File: config.mk
export PLATFORM = sky130hd
export DESIGN_NAME = cond_unit
export DESIGN_NICKNAME = d
export VERILOG_FILES = /design/src/rtl/cond_pkg.sv /design/src/rtl/cond_check.sv /design/src/rtl/cond_unit.sv
export SDC_FILE = /design/constraint.sdc
export NUM_CORES = 1
export LEC_CHECK = 0
export ABC_AREA = 1
export CORE_MARGIN = 8
export CORE_UTILIZATION = 45
export DETAILED_ROUTE_END_ITERATION = 10
export PLACE_DENSITY = 0.78
export SLEW_MARGIN = 20
export SYNTH_ARGS = -nofsm -noshare
export SYNTH_HDL_FRONTEND = slang
export SYNTH_SLANG_ARGS = --single-unit
export TNS_END_PERCENT = 5
File: constraint.sdc
create_clock -name clk -period 1.87 [get_ports clk]
set_input_delay 0.374 -clock clk [delete_from_list [all_inputs] [get_ports clk]]
set_output_delay 0.374 -clock clk [all_outputs]
set_load 0.005 [all_outputs]
File: src/rtl/cond_pkg.sv
// Condition-code and flag-index constants shared by the condition logic.
// Latency: n/a (declarations only).
// Backpressure: n/a.
package cond_pkg;

   // ARM condition field encodings, Instr[31:28]
   localparam logic [3:0] COND_EQ = 4'b0000;
   localparam logic [3:0] COND_NE = 4'b0001;
   localparam logic [3:0] COND_CS = 4'b0010;
   localparam logic [3:0] COND_CC = 4'b0011;
   localparam logic [3:0] COND_MI = 4'b0100;
   localparam logic [3:0] COND_PL = 4'b0101;
   localparam logic [3:0] COND_VS = 4'b0110;
   localparam logic [3:0] COND_VC = 4'b0111;
   localparam logic [3:0] COND_HI = 4'b1000;
   localparam logic [3:0] COND_LS = 4'b1001;
   localparam logic [3:0] COND_GE = 4'b1010;
   localparam logic [3:0] COND_LT = 4'b1011;
   localparam logic [3:0] COND_GT = 4'b1100;
   localparam logic [3:0] COND_LE = 4'b1101;
   localparam logic [3:0] COND_AL = 4'b1110;
   localparam logic [3:0] COND_NV = 4'b1111;

   // bit positions inside the {N,Z,C,V} flag vector
   localparam int FLAG_N = 3;
   localparam int FLAG_Z = 2;
   localparam int FLAG_C = 1;
   localparam int FLAG_V = 0;

endpackage

File: src/rtl/cond_check.sv
// Evaluates a 4-bit ARM condition field against a {N,Z,C,V} flag vector.
// Latency: purely combinational.
// Backpressure: none; output follows inputs.
module cond_check
   import cond_pkg::*;
(
   input  logic [3:0] Cond,
   input  logic [3:0] Flags,
   output logic       cond_ok
);

   logic n, z, c, v;

   assign n = Flags[FLAG_N];
   assign z = Flags[FLAG_Z];
   assign c = Flags[FLAG_C];
   assign v = Flags[FLAG_V];

   // decode the condition field; NV never executes
   always_comb begin
      cond_ok = 1'b0;
      case (Cond)
         COND_EQ: cond_ok = z;
         COND_NE: cond_ok = ~z;
         COND_CS: cond_ok = c;
         COND_CC: cond_ok = ~c;
         COND_MI: cond_ok = n;
         COND_PL: cond_ok = ~n;
         COND_VS: cond_ok = v;
         COND_VC: cond_ok = ~v;
         COND_HI: cond_ok = c & ~z;
         COND_LS: cond_ok = ~c | z;
         COND_GE: cond_ok = (n == v);
         COND_LT: cond_ok = (n != v);
         COND_GT: cond_ok = ~z & (n == v);
         COND_LE: cond_ok = z | (n != v);
         COND_AL: cond_ok = 1'b1;
         default: cond_ok = 1'b0;
      endcase
   end

endmodule

File: src/rtl/cond_unit.sv
// Holds the NZCV flag register and gates PC/reg/mem write enables by the condition field.
// Latency: one cycle from instr_valid to out_valid and the gated enables.
// Backpressure: none; accepts one instruction every cycle.
module cond_unit
   import cond_pkg::*;
#(
   parameter int CNT_W = 8
)
(
   input  logic             clk,
   input  logic             reset_n,
   input  logic             instr_valid,
   input  logic [3:0]       Cond,
   input  logic [3:0]       ALUFlags,
   input  logic [1:0]       FlagW,
   input  logic             PCS,
   input  logic             RegW,
   input  logic             MemW,
   input  logic             NoWrite,
   output logic             out_valid,
   output logic             PCSrc,
   output logic             RegWrite,
   output logic             MemWrite,
   output logic             CondEx,
   output logic [3:0]       Flags,
   output logic [CNT_W-1:0] exec_cnt,
   output logic [CNT_W-1:0] squash_cnt
);

   localparam logic [CNT_W-1:0] CNT_MAX = '1;

   logic cond_ok;

   // condition is judged against the registered flags, so a flag-setting
   // instruction sees the pre-write values
   cond_check u_cond_check (
      .Cond    (Cond),
      .Flags   (Flags),
      .cond_ok (cond_ok)
   );

   // flag register, registered enables and saturating statistics counters
   always_ff @(posedge clk) begin
      if (!reset_n) begin
         Flags      <= 4'b0000;
         out_valid  <= 1'b0;
         PCSrc      <= 1'b0;
         RegWrite   <= 1'b0;
         MemWrite   <= 1'b0;
         CondEx     <= 1'b0;
         exec_cnt   <= '0;
         squash_cnt <= '0;
      end else if (instr_valid) begin
         if (FlagW[1] && cond_ok)
            Flags[FLAG_N:FLAG_Z] <= ALUFlags[FLAG_N:FLAG_Z];
         if (FlagW[0] && cond_ok)
            Flags[FLAG_C:FLAG_V] <= ALUFlags[FLAG_C:FLAG_V];
         out_valid <= 1'b1;
         CondEx    <= cond_ok;
         PCSrc     <= PCS & cond_ok;
         RegWrite  <= RegW & cond_ok & ~NoWrite;
         MemWrite  <= MemW & cond_ok;
         if (cond_ok) begin
            if (exec_cnt != CNT_MAX)
               exec_cnt <= exec_cnt + CNT_W'(1);
         end else begin
            if (squash_cnt != CNT_MAX)
               squash_cnt <= squash_cnt + CNT_W'(1);
         end
      end else begin
         // idle cycle: drop enables, keep CondEx, flags and counts
         out_valid <= 1'b0;
         PCSrc     <= 1'b0;
         RegWrite  <= 1'b0;
         MemWrite  <= 1'b0;
      end
   end

endmodule

==> out/metrics.cfg <==
[routing]
wire_per_inst_um = 11.00
route.antenna.remaining_nets = 0
drt-initial-drc-count = 53
route.detailed.drc = 0
wirelength_um = 3697
via_per_inst = 4.708
first_pass_iters = 6
num_vias = 1582

[timing]
clock_skew_ns = 0.004170
max_clock_freq_mhz = 580.4
worst_slew_pin_slew_ns = 0.3601
fin_crit_sh_pct = 92.14
grt_setup_unrepaired = no
slew_headroom_pct = 75.92
min_period_ns = 1.723
layout_setup_ws_ns = 0.1470
finalHoldViolCount = 0
setup_viol = 0
finalMaxSlewViolations = 0

[worst_setup_path]
startpoint_type = primary input
worstPathCellList = clkdlybuf4s50_1 > inv_1 > nand2_1 > nor2_1 > nand3_1 > nand2_2 > nor2_4 > buf_4 > nand3_1 > o21ai_1 > inv_1 > nor2_1
required_ns = 2.13
critical_path_peak_fanout = 5
worst_path_largest_cell_delay_ns = 0.49
cpMaxStageDelayCell = clkdlybuf4s50_1
cp.arrival_ns = 1.98
path_delay_family = buffers and inverters
r2r_slack_ns = 0.16
critPathCaptureType = flip-flop
path_buf_inv = 4
r2r-end = squash_cnt[6]$_SDFFE_PN0P_
reg2reg_from = Flags[3]$_SDFFE_PN0P_
reg2regPathDepth = 11
crit_type = primary input to flip-flop

[global_routing]
grt_pass1_wl_um = 6037
grt_pass1_vias = 1454
grt_max_degree = 14
grt_usage_pct = 13.61
grt_overflow = 0
antenna_found_initial = 0

[final_layout]
fill_cells = 317
area_growth_pct = 37.61
final_cells = 336
drive_above_1_share_pct = 7.586
regArea_um2 = 500.5
n_antenna_cell = 0
fin_util_pct = 62.67
multiInputGateArea_um2 = 818.3
final_net_count = 310

[die]
die_h_um = 73.43
design.die.area_mm2 = 0.005391
start_util_pct = 45.55
die_width_um = 73.43
num_rows = 21
core_area_mm2 = 0.003258
ios = 42

[logic_synthesis]
ys.flop_type = dfxtp_1
synth_most_common_cell = nand2_1
yosysSeqAreaShare_pct = 33.73
synth_top_area_share_pct = 33.73
avgSynthCellArea_um2 = 6.107
synth_top_area_cell = dfxtp_1
synth_area_mm2 = 0.001484
synth_edf_count = 0
ys_top_cells_by_area = dfxtp_1 (34%), nand2_1 (17%), inv_1 (11%)
yosys_register_bits = 25
yosys-top-cells-count = nand2_1 (69), inv_1 (45), nor2_1 (42), dfxtp_1 (25), nand3_1 (15)
synth_nets = 262
syn_inst = 243
synthArstFlopShare_pct = 0
synth_cell_types = 26
yosysWarningCount = 0

[power_and_ir_drop]
fin_total_pwr_uw = 1174
power.density_mw_per_mm2 = 574.8
max-vdd-ir-drop_mv = 0.3462
leakagePower_uw = 0.0009752

[run_status]
status = finished clean

[placement]
dpl_worst_slack_ns = -0.3199
hpwl_um = 2919
place_inst = 332
io_buffers = 41
place.gp.congestion = 0.9446

[clocking]
htreeDepth = 1
clk_latency_ns = 0.31
clockBufferDepth = 2
postCtsSetupBuffers = 0
cts_tree = done
root_buffer = clkbuf_4
path_clk_slew_ns = 0.13
numClockSinks = 25
cts_buffers = 3

[hold_path]
hold_end = CondEx$_SDFFE_PN0P_
min_path_cells = 2
hold_start = CondEx$_SDFFE_PN0P_
hp-class = flip-flop to flip-flop

[flow_run]
cap_violations = 0

==> flip-flops by register name, indices dropped and copies added (netlist names) <==
| name | flops |
|---|---|
| CondEx | 1 |
| exec_cnt | 8 |
| RegWrite | 1 |
| out_valid | 1 |
| PCSrc | 1 |
| Flags | 4 |
| MemWrite | 1 |
| squash_cnt | 8 |
==> metal layers <==
metal,wire length [µm],vias up,track usage [%]
li1,-,837,-
met1,1689,702,15.86
met2,1770,39,23.63
met3,209,4,3.001
met4,27,0,4.878
met5,0,-,0
==> worst max path at each step <==
| stage | cells after the start | slack, ns | to | start |
|---|---|---|---|---|
| after floorplan | 10 | 0.38 | exec_cnt[5]$_SDFFE_PN0P_ | exec_cnt[0]$_SDFFE_PN0P_ |
| after global placement | 10 | -0.27 | Flags[2]$_SDFFE_PN0P_ | Cond[3] |
| after detailed placement | 11 | -0.32 | squash_cnt[2]$_SDFFE_PN0P_ | Cond[3] |
| after CTS | 11 | 0.03 | squash_cnt[2]$_SDFFE_PN0P_ | Cond[3] |
| after global routing | 13 | 0.01 | squash_cnt[6]$_SDFFE_PN0P_ | Flags[3]$_SDFFE_PN0P_ |
| final | 12 | 0.15 | squash_cnt[6]$_SDFFE_PN0P_ | Cond[0] |
==> through the flow <==
stage                     setup TNS [ns]  cell area [µm²]  hold WS, ns
final                                  0             2042       0.5311
after global routing                   0             2042       0.5664
after CTS                              0             2003       0.5401
after detailed placement          -5.909             1977       0.5072
after global placement            -4.927             1977       0.4986
after floorplan                        0             1484       0.4506
==> power breakdown <==
group,internal [µW],switching [µW],leakage [µW]
logic,164,171,0.000756
registers,566,31.0,0.000204
clock network,83.3,159,0.0000150
total,813,360,0.000975
==> repair_timing <==
| item | in CTS | in global routing |
|---|---|---|
| gates resized for setup | 0 | 11 |
| endpoints found under the setup margin | 0 | 24 |
| hold endpoints to repair | 0 | 0 |
| hold buffers | 0 | 0 |
==> kinds of logic after synthesis <==
kind of cell / synth area share, %
XOR/XNOR: 2.361
AO/OA/AOI/OAI: 4.300
AND/OR/NAND/NOR: 44.69
adder cells (fa/ha/maj): 1.686
flip-flops: 33.73
buffers and inverters: 13.24
==> final cells by class <==
type                            instances  share of cell area, %
Inverter                               45                  8.272
Clock buffer                            4                  1.287
Timing Repair Buffer                   48                  23.04
Tap cell                               46                  2.819
Sequential cell                        25                  24.51
Multi-Input combinational cell        168                  40.07
==> worst register-to-register path, stage by stage (launching register included) <==
cell and delay [ns]:
dfxtp_1 0.42, inv_1 0.10, nand2_1 0.12, nand3_1 0.12, nand3_1 0.10, nand2_2 0.07, nor2_4 0.14, buf_4 0.16
nand3_1 0.13, o21ai_1 0.17, inv_1 0.05, nor2_1 0.07
==> cells in the final DEF (no fill, tap or decap), types with 5 or more instances in the layout <==
| cell | instances |
|---|---|
| nand3_1 | 14 |
| nand2_1 | 68 |
| nor3_1 | 5 |
| clkdlybuf4s50_1 | 38 |
| nand4_1 | 10 |
| inv_1 | 45 |
| dfxtp_1 | 25 |
| nor2_1 | 42 |
| buf_4 | 7 |
Note: power is estimated with default switching activity, not from simulation.
